$ cat src/rtl/mem_arbiter.sv
// Two-requester (fetch/data) arbiter onto one SRAM-like bus port.
// One transaction outstanding at a time; requester fields latched at grant.
module mem_arbiter #(
    parameter int DATA_PRIORITY = 1
) (
    input  logic        clk,
    input  logic        rst,
    input  logic        i_req,
    input  logic        i_wr,
    input  logic [1:0]  i_size,
    input  logic [31:0] i_addr,
    input  logic [31:0] i_wdata,
    input  logic [3:0]  i_wstrb,
    output logic        i_addr_ok,
    output logic        i_data_ok,
    output logic [31:0] i_rdata,
    input  logic        d_req,
    input  logic        d_wr,
    input  logic [1:0]  d_size,
    input  logic [31:0] d_addr,
    input  logic [31:0] d_wdata,
    input  logic [3:0]  d_wstrb,
    output logic        d_addr_ok,
    output logic        d_data_ok,
    output logic [31:0] d_rdata,
    output logic        bus_req,
    output logic        bus_wr,
    output logic [1:0]  bus_size,
    output logic [31:0] bus_addr,
    output logic [31:0] bus_wdata,
    output logic [3:0]  bus_wstrb,
    input  logic        bus_addr_ok,
    input  logic        bus_data_ok,
    input  logic [31:0] bus_rdata,
    output logic        busy
);

    typedef enum logic [1:0] {IDLE, ADDR, DATA} state_t;
    typedef enum logic [1:0] {OWN_NONE, OWN_I, OWN_D} owner_t;

    state_t      r_state;
    state_t      w_next;
    owner_t      r_owner;
    logic        r_last_d;
    logic        r_wr;
    logic [1:0]  r_size;
    logic [31:0] r_addr;
    logic [31:0] r_wdata;
    logic [3:0]  r_wstrb;

    logic w_idle;
    logic w_pick_d;
    logic w_grant_d;
    logic w_grant_i;
    logic w_done;

    // Data side wins a tie if fixed priority, or if fetch owned the bus last.
    assign w_idle    = (r_state == IDLE) && !rst;
    assign w_pick_d  = d_req && (!i_req || (DATA_PRIORITY != 0) || !r_last_d);
    assign w_grant_d = w_idle && w_pick_d;
    assign w_grant_i = w_idle && i_req && !w_pick_d;

    always_comb begin
        w_next = r_state;
        w_done = 1'b0;
        case (r_state)
            IDLE: begin
                if (w_grant_d || w_grant_i)
                    w_next = ADDR;
            end
            ADDR: begin
                if (bus_addr_ok) begin
                    if (bus_data_ok) begin
                        w_done = !rst;
                        w_next = IDLE;
                    end else begin
                        w_next = DATA;
                    end
                end
            end
            DATA: begin
                if (bus_data_ok) begin
                    w_done = !rst;
                    w_next = IDLE;
                end
            end
            default: w_next = IDLE;
        endcase
    end

    always_ff @(posedge clk) begin
        if (rst) begin
            r_state  <= IDLE;
            r_owner  <= OWN_NONE;
            r_last_d <= 1'b0;
            r_wr     <= 1'b0;
            r_size   <= 2'd0;
            r_addr   <= 32'd0;
            r_wdata  <= 32'd0;
            r_wstrb  <= 4'd0;
        end else begin
            r_state <= w_next;
            if (w_grant_d) begin
                r_owner  <= OWN_D;
                r_last_d <= 1'b1;
                r_wr     <= d_wr;
                r_size   <= d_size;
                r_addr   <= d_addr;
                r_wdata  <= d_wdata;
                r_wstrb  <= d_wstrb;
            end else if (w_grant_i) begin
                r_owner  <= OWN_I;
                r_last_d <= 1'b0;
                r_wr     <= i_wr;
                r_size   <= i_size;
                r_addr   <= i_addr;
                r_wdata  <= i_wdata;
                r_wstrb  <= i_wstrb;
            end else if (w_done) begin
                r_owner <= OWN_NONE;
            end
        end
    end

    assign i_addr_ok = w_grant_i;
    assign d_addr_ok = w_grant_d;
    assign i_data_ok = w_done && (r_owner == OWN_I);
    assign d_data_ok = w_done && (r_owner == OWN_D);
    assign i_rdata   = bus_rdata;
    assign d_rdata   = bus_rdata;

    assign bus_req   = (r_state == ADDR) && !rst;
    assign bus_wr    = r_wr;
    assign bus_size  = r_size;
    assign bus_addr  = r_addr;
    assign bus_wdata = r_wdata;
    assign bus_wstrb = r_wstrb;
    assign busy      = (r_state != IDLE) && !rst;

endmodule
$ cat config.mk
export PLATFORM = sky130hd
export DESIGN_NAME = mem_arbiter
export DESIGN_NICKNAME = d
export VERILOG_FILES = /design/src/rtl/mem_arbiter.sv
export SDC_FILE = /design/constraint.sdc
export NUM_CORES = 1
export LEC_CHECK = 0
export BUFFER_PORTS_ARGS = -buffer_cell sky130_fd_sc_hd__buf_2
export CAP_MARGIN = 20
export CORE_AREA = 2 2 125 127
export DETAILED_ROUTE_END_ITERATION = 16
export DIE_AREA = 0 0 127 129
export REMOVE_ABC_BUFFERS = 1
export SYNTH_ARGS = -nofsm -noshare
export SYNTH_HDL_FRONTEND = slang
export SYNTH_SLANG_ARGS = --single-unit
$ cat constraint.sdc
create_clock -name clk -period 2.3 [get_ports clk]
set_clock_uncertainty 0.1 [all_clocks]
set_input_delay 0.46 -clock clk [delete_from_list [all_inputs] [get_ports clk]]
set_output_delay 0.46 -clock clk [all_outputs]
set_load 0.05 [all_outputs]
After elaboration in Yosys (flattened, before gate mapping) --
Cells that the tools add are included.
Storage, ports and cells: register bits after elaboration 75, bits of input ports 180, output and inout bits 141, word-level logic and storage cells 54
Operators by class: eq/ne operators 7, muxes and demuxes 21, reductions and logical operators 18
Operators by type and width (number):
- two-way mux 32 bit | 4
- two-way mux 2 bit | 9
- logical AND 1 bit | 8
- two-way mux 4 bit | 2
- case mux 2 bit (3 select lines) | 1
- nonzero test 2 bit | 3
- equality test 2 x 1 -> 1 bit (second input constant) | 2
- equality test 2 bit (second input constant) | 2
- two-way mux 1 bit | 4
- inequality test 2 bit (second input constant) | 2
- AND reduction 3 bit | 1
- nonzero test 3 bit | 1
- zero test 1 bit | 2
- zero test 2 bit | 1
- inequality test 2 x 1 -> 1 bit (second input constant) | 1
- case mux 1 bit (2 select lines) | 1
- OR reduction 2 bit | 1
- logical OR 1 bit | 1

Longest topological paths before layout --
depth after elaboration 7, mapped depth 8, mapped depth without buffers 5

Worst setup path before layout --
OpenSTA, ideal clock, no wires.
path type input to output, start point input port rst, end point output port busy, arrival time 1.544 ns, required time 1.740 ns, setup slack 0.196 ns, stages 3, buffers on the path 2, cells stage by stage buf_2 -> buf_1 -> nor2_1
On the way: word-level cells in the longest chain between the ends 2
RTL lines:
- start: declaration | RTL line 7 | input logic rst,
- zero test 1 bit | RTL line 138 | assign busy = (r_state != IDLE) && !rst;
- logical AND 1 bit | RTL line 138
- end: declaration | RTL line 35 | output logic busy
Every way passes these cells.

Worst setup path in the final report --
start point register r_state[0], end point output port d_data_ok
On the way: word-level cells in the longest chain between the ends 3, elaborated cells between the ends (all ways) 4, classes of those cells 2 x eq/ne; 1 x mux; 1 x reduce/logical
RTL lines:
- start: declaration | RTL line 41 | state_t r_state;
- start signal: assignment | RTL line 102 | r_state <= w_next;
- equality test 2 bit / equality test 2 x 1 -> 1 bit (equally long branches) | RTL line 66 | case (r_state)
- case mux 1 bit (2 select lines) (*) | RTL line 66
- logical AND 1 bit (*) | RTL line 128 | assign d_data_ok = w_done && (r_owner == OWN_D);
- end: declaration | RTL line 24 | output logic d_data_ok,
Every way passes the cells marked *; elsewhere a longest branch is shown, timed or not.

==> impl_metrics.env <==
export IMPL_hp_class="in2reg"
export IMPL_finalHoldViolations=0
export IMPL_timing_worst_setup_path_type="reg2out"
export IMPL_p_per_area_nw_per_um2=976
export IMPL_irDropWorstVdd_mv=0.346
export IMPL_postCtsHoldBufs=0
export IMPL_antenna_found_initial=1
export IMPL_yosysUniqueCellTypes=31
export IMPL_status="finished clean"
export IMPL_max_stage_delay_ps=370
export IMPL_cp_max_fo=4
export IMPL_ioPinCount=321
export IMPL_final_layout_size_suffix_gt1_share_pct=51.9
export IMPL_netlist_instances=516
export IMPL_drt_total_wl_um=15800
export IMPL_seq_power_share_pct=29.7
export IMPL_cts_sinks=75
export IMPL_slew_violations=0
export IMPL_clock_path_buffers=2
export IMPL_setup_viol=0
export IMPL_maxSlewHeadroom_pct=54.3
export IMPL_pwr_share_comb_pct=44.8
export IMPL_drc=0
export IMPL_p_sw_share_pct=43.2
export IMPL_final_nets=830
export IMPL_switchingPower_mw=2.40
export IMPL_tns_ps=0
export IMPL_cp_start_kind="flop"
export IMPL_required_ps=1740
export IMPL_cts_tree="yes"
export IMPL_dp_cells=821
export IMPL_final_cells=839
export IMPL_p_clk_share_pct=25.5
export IMPL_htreeDepth=3
export IMPL_multi_input_area_um2=2320
export IMPL_synth_warnings=0
export IMPL_firstDrtPassIters=6
export IMPL_grt_max_degree=74
export IMPL_grt_pass1_vias=4175
export IMPL_core_um2=15000
export IMPL_slowest_stage="dfxtp_2"
export IMPL_endpoint_kind="primary output"
export IMPL_num_vias=4393
export IMPL_post_place_ws_ps=217
export IMPL_grt_pass1_wl_um=23300
export IMPL_via_per_inst=5.24
export IMPL_p_int_mw=3.15
export IMPL_clkTransAtPathRegs_ps=60
export IMPL_p_total_mw=5.56
export IMPL_dr_first_iter_drc_count=167
export IMPL_cts_root_buf="clkbuf_16"
export IMPL_final_min_clock_period_ps=2250
export IMPL_placed_cell_area_um2=5330
export IMPL_worst_slack_ps=46.9
export IMPL_crit_family="simple AND/OR/NAND/NOR gates"
export IMPL_io_buffers=224
export IMPL_die_h_um=129
export IMPL_place_congestion=0.760
export IMPL_p_leak_nw=2.49
export IMPL_fillers=1579
export IMPL_design_die_area_um2=16400
export IMPL_die_x_um=127
export IMPL_syn2layout_area_growth_pct=23.9
export IMPL_track_usage_pct=18.5
export IMPL_synth_avg_cell_area_um2=8.92
export IMPL_initial_core_util_pct=30.7
export IMPL_overflow=0
export IMPL_insertion_delay_ps=340
export IMPL_worstMarginPinSlew_ps=685
export IMPL_wl_per_cell_um=18.8
export IMPL_maxCapViolations=0
export IMPL_insertedDiodeCount=0
export IMPL_seq_area_frac_synth_pct=32.6
export IMPL_placementRows=45
export IMPL_final_cell_area_um2=5700
export IMPL_timing_final_crit_share_pct=98.0
export IMPL_timing_critical_path_buf_inv=2
export IMPL_place_hpwl_um=11400
export IMPL_postLayoutCoreUtil_pct=38.0
export IMPL_ff_latch_area_um2=1500
export IMPL_whs_ps=307
export IMPL_synth_seq_cells=75
export IMPL_fmax_mhz=444
export IMPL_cp_arrival_ps=1690
export IMPL_cts_made_buffers=9
export IMPL_ant_nets=0
export IMPL_syn_cell_area_um2=4600
export IMPL_crit_path_cell_trace="inv_2 > ha_4 > nand2_2 > nor3_4 > and3b_1 > buf_6"
==> kinds of logic after synthesis <==
| kind of cell | Yosys count | share of synthesized area [%] |
|---|---|---|
| compound gates | 150 | 32.0 |
| fa+ha+maj | 4 | 1.09 |
| buf+inv | 125 | 18.0 |
| flops | 75 | 32.6 |
| mux | 1 | 0.218 |
| simple gates | 161 | 16.0 |
==> tightest hold or removal path: stages <==
cell and delay, ps:
buf_2 100, nand2_1 60, a311oi_2 80
==> layout make-up <==
| type | instances | area share, % |
|---|---|---|
| multi-input cells | 316 | 40.7 |
| flip-flops and latches | 75 | 26.4 |
| repair buffers | 240 | 23.4 |
| clock buffers | 10 | 4.19 |
| well taps | 188 | 4.13 |
| clock inverters | 6 | 0.966 |
| inverters | 4 | 0.264 |
==> power by group through the flow <==
stage | sequential, mW | clock [mW] | combinational [mW]
after floorplan | 2.42 | 0 | 1.02
after global placement | 1.67 | 0 | 2.46
after detailed placement | 1.67 | 0 | 2.46
after CTS | 1.65 | 1.47 | 2.47
after global routing | 1.68 | 1.52 | 2.66
final | 1.65 | 1.42 | 2.49
==> state kept, by name, summed over array words and instances (netlist names) <==
name,cells
bus_wdata,32
r_owner,2
bus_wstrb,4
bus_size,2
bus_addr,32
bus_wr,1
r_state,2
==> cell usage in the layout (no fill, tap or decap) <==
cell type  Yosys  layout
a2111o_1       1       1
a211oi_1       1       1
a21oi_1       72      71
a21oi_2        0       1
a311oi_1       1       1
a311oi_2      70      70
a31oi_1        1       1
and2_4         0       1
and2b_4        0       1
and3b_1        2       2
buf_12         0       6
buf_2         23     221
buf_4         68      11
buf_6          9       2
bufinv_16      0       1
clkbuf_16      0       9
clkbuf_8       0       1
clkinv_2       0       5
dfxtp_1       75      73
dfxtp_2        0       2
ha_1           4       2
ha_4           0       2
inv_1          4       2
inv_2          0       2
mux2i_1        1       1
nand2_1       75      74
nand2_2        0       1
nand2b_1       2       2
nand3_1       72      72
nand3b_1       1       1
nand4bb_1      1       1
nor2_1         1       1
nor2b_1        3       3
nor3_4         0       1
o21ai_0        1       1
o21bai_1       1       1
o31ai_1        2       2
or2_2          0       1
==> final timing paths <==
check / startpoint / endpoint / slack, ps / depth (start not counted)
worst max-delay path: r_state[0] / d_data_ok / 50 / 6
worst min-delay path: i_wdata[10] / bus_wdata[10] / 310 / 3
worst max register to register: r_state[1] / bus_addr[14] / 460 / 6
worst min register to register: r_owner[1] / r_owner[1] / 380 / 2
==> what timing repair did <==
item	in CTS	in global routing
endpoints found under the setup margin	3	3
setup buffers	1	1
pin swaps	1	2
resized for setup	3	12
==> routing by layer <==
layer	up-vias	share of wire [%]	global-route usage, %
met2	253	40	24.0
met4	6	1.6	5.75
met5	-	1.1	4.71
met3	29	14	13.0
li1	2077	-	-
met1	2028	44	23.7
==> cells in the mapped netlist <==
library cell | number | area share, %
nor2_1 | 1 | 0.082
and2_1 | 1 | 0.14
a311oi_1 | 1 | 0.19
o21bai_1 | 1 | 0.16
nand2b_1 | 2 | 0.27
nor3_1 | 1 | 0.11
dfxtp_1 | 75 | 33
o21ai_0 | 1 | 0.11
inv_1 | 4 | 0.33
o31ai_1 | 2 | 0.33
a31oi_1 | 1 | 0.14
and2b_1 | 1 | 0.16
and3b_1 | 2 | 0.38
buf_4 | 68 | 11
a311oi_2 | 70 | 23
buf_2 | 23 | 2.5
or2_1 | 1 | 0.14
a211oi_1 | 1 | 0.16
buf_6 | 9 | 2.2
clkbuf_1 | 18 | 1.5
mux2i_1 | 1 | 0.22
nor2b_1 | 3 | 0.41
ha_1 | 4 | 1.1
clkbuf_4 | 2 | 0.33
a21oi_1 | 72 | 7.8
nand3b_1 | 1 | 0.16
nand3_1 | 72 | 7.8
nand2_1 | 75 | 6.1
buf_1 | 1 | 0.082
a2111o_1 | 1 | 0.24
nand4bb_1 | 1 | 0.24
Power figures use the tool's default switching activity.
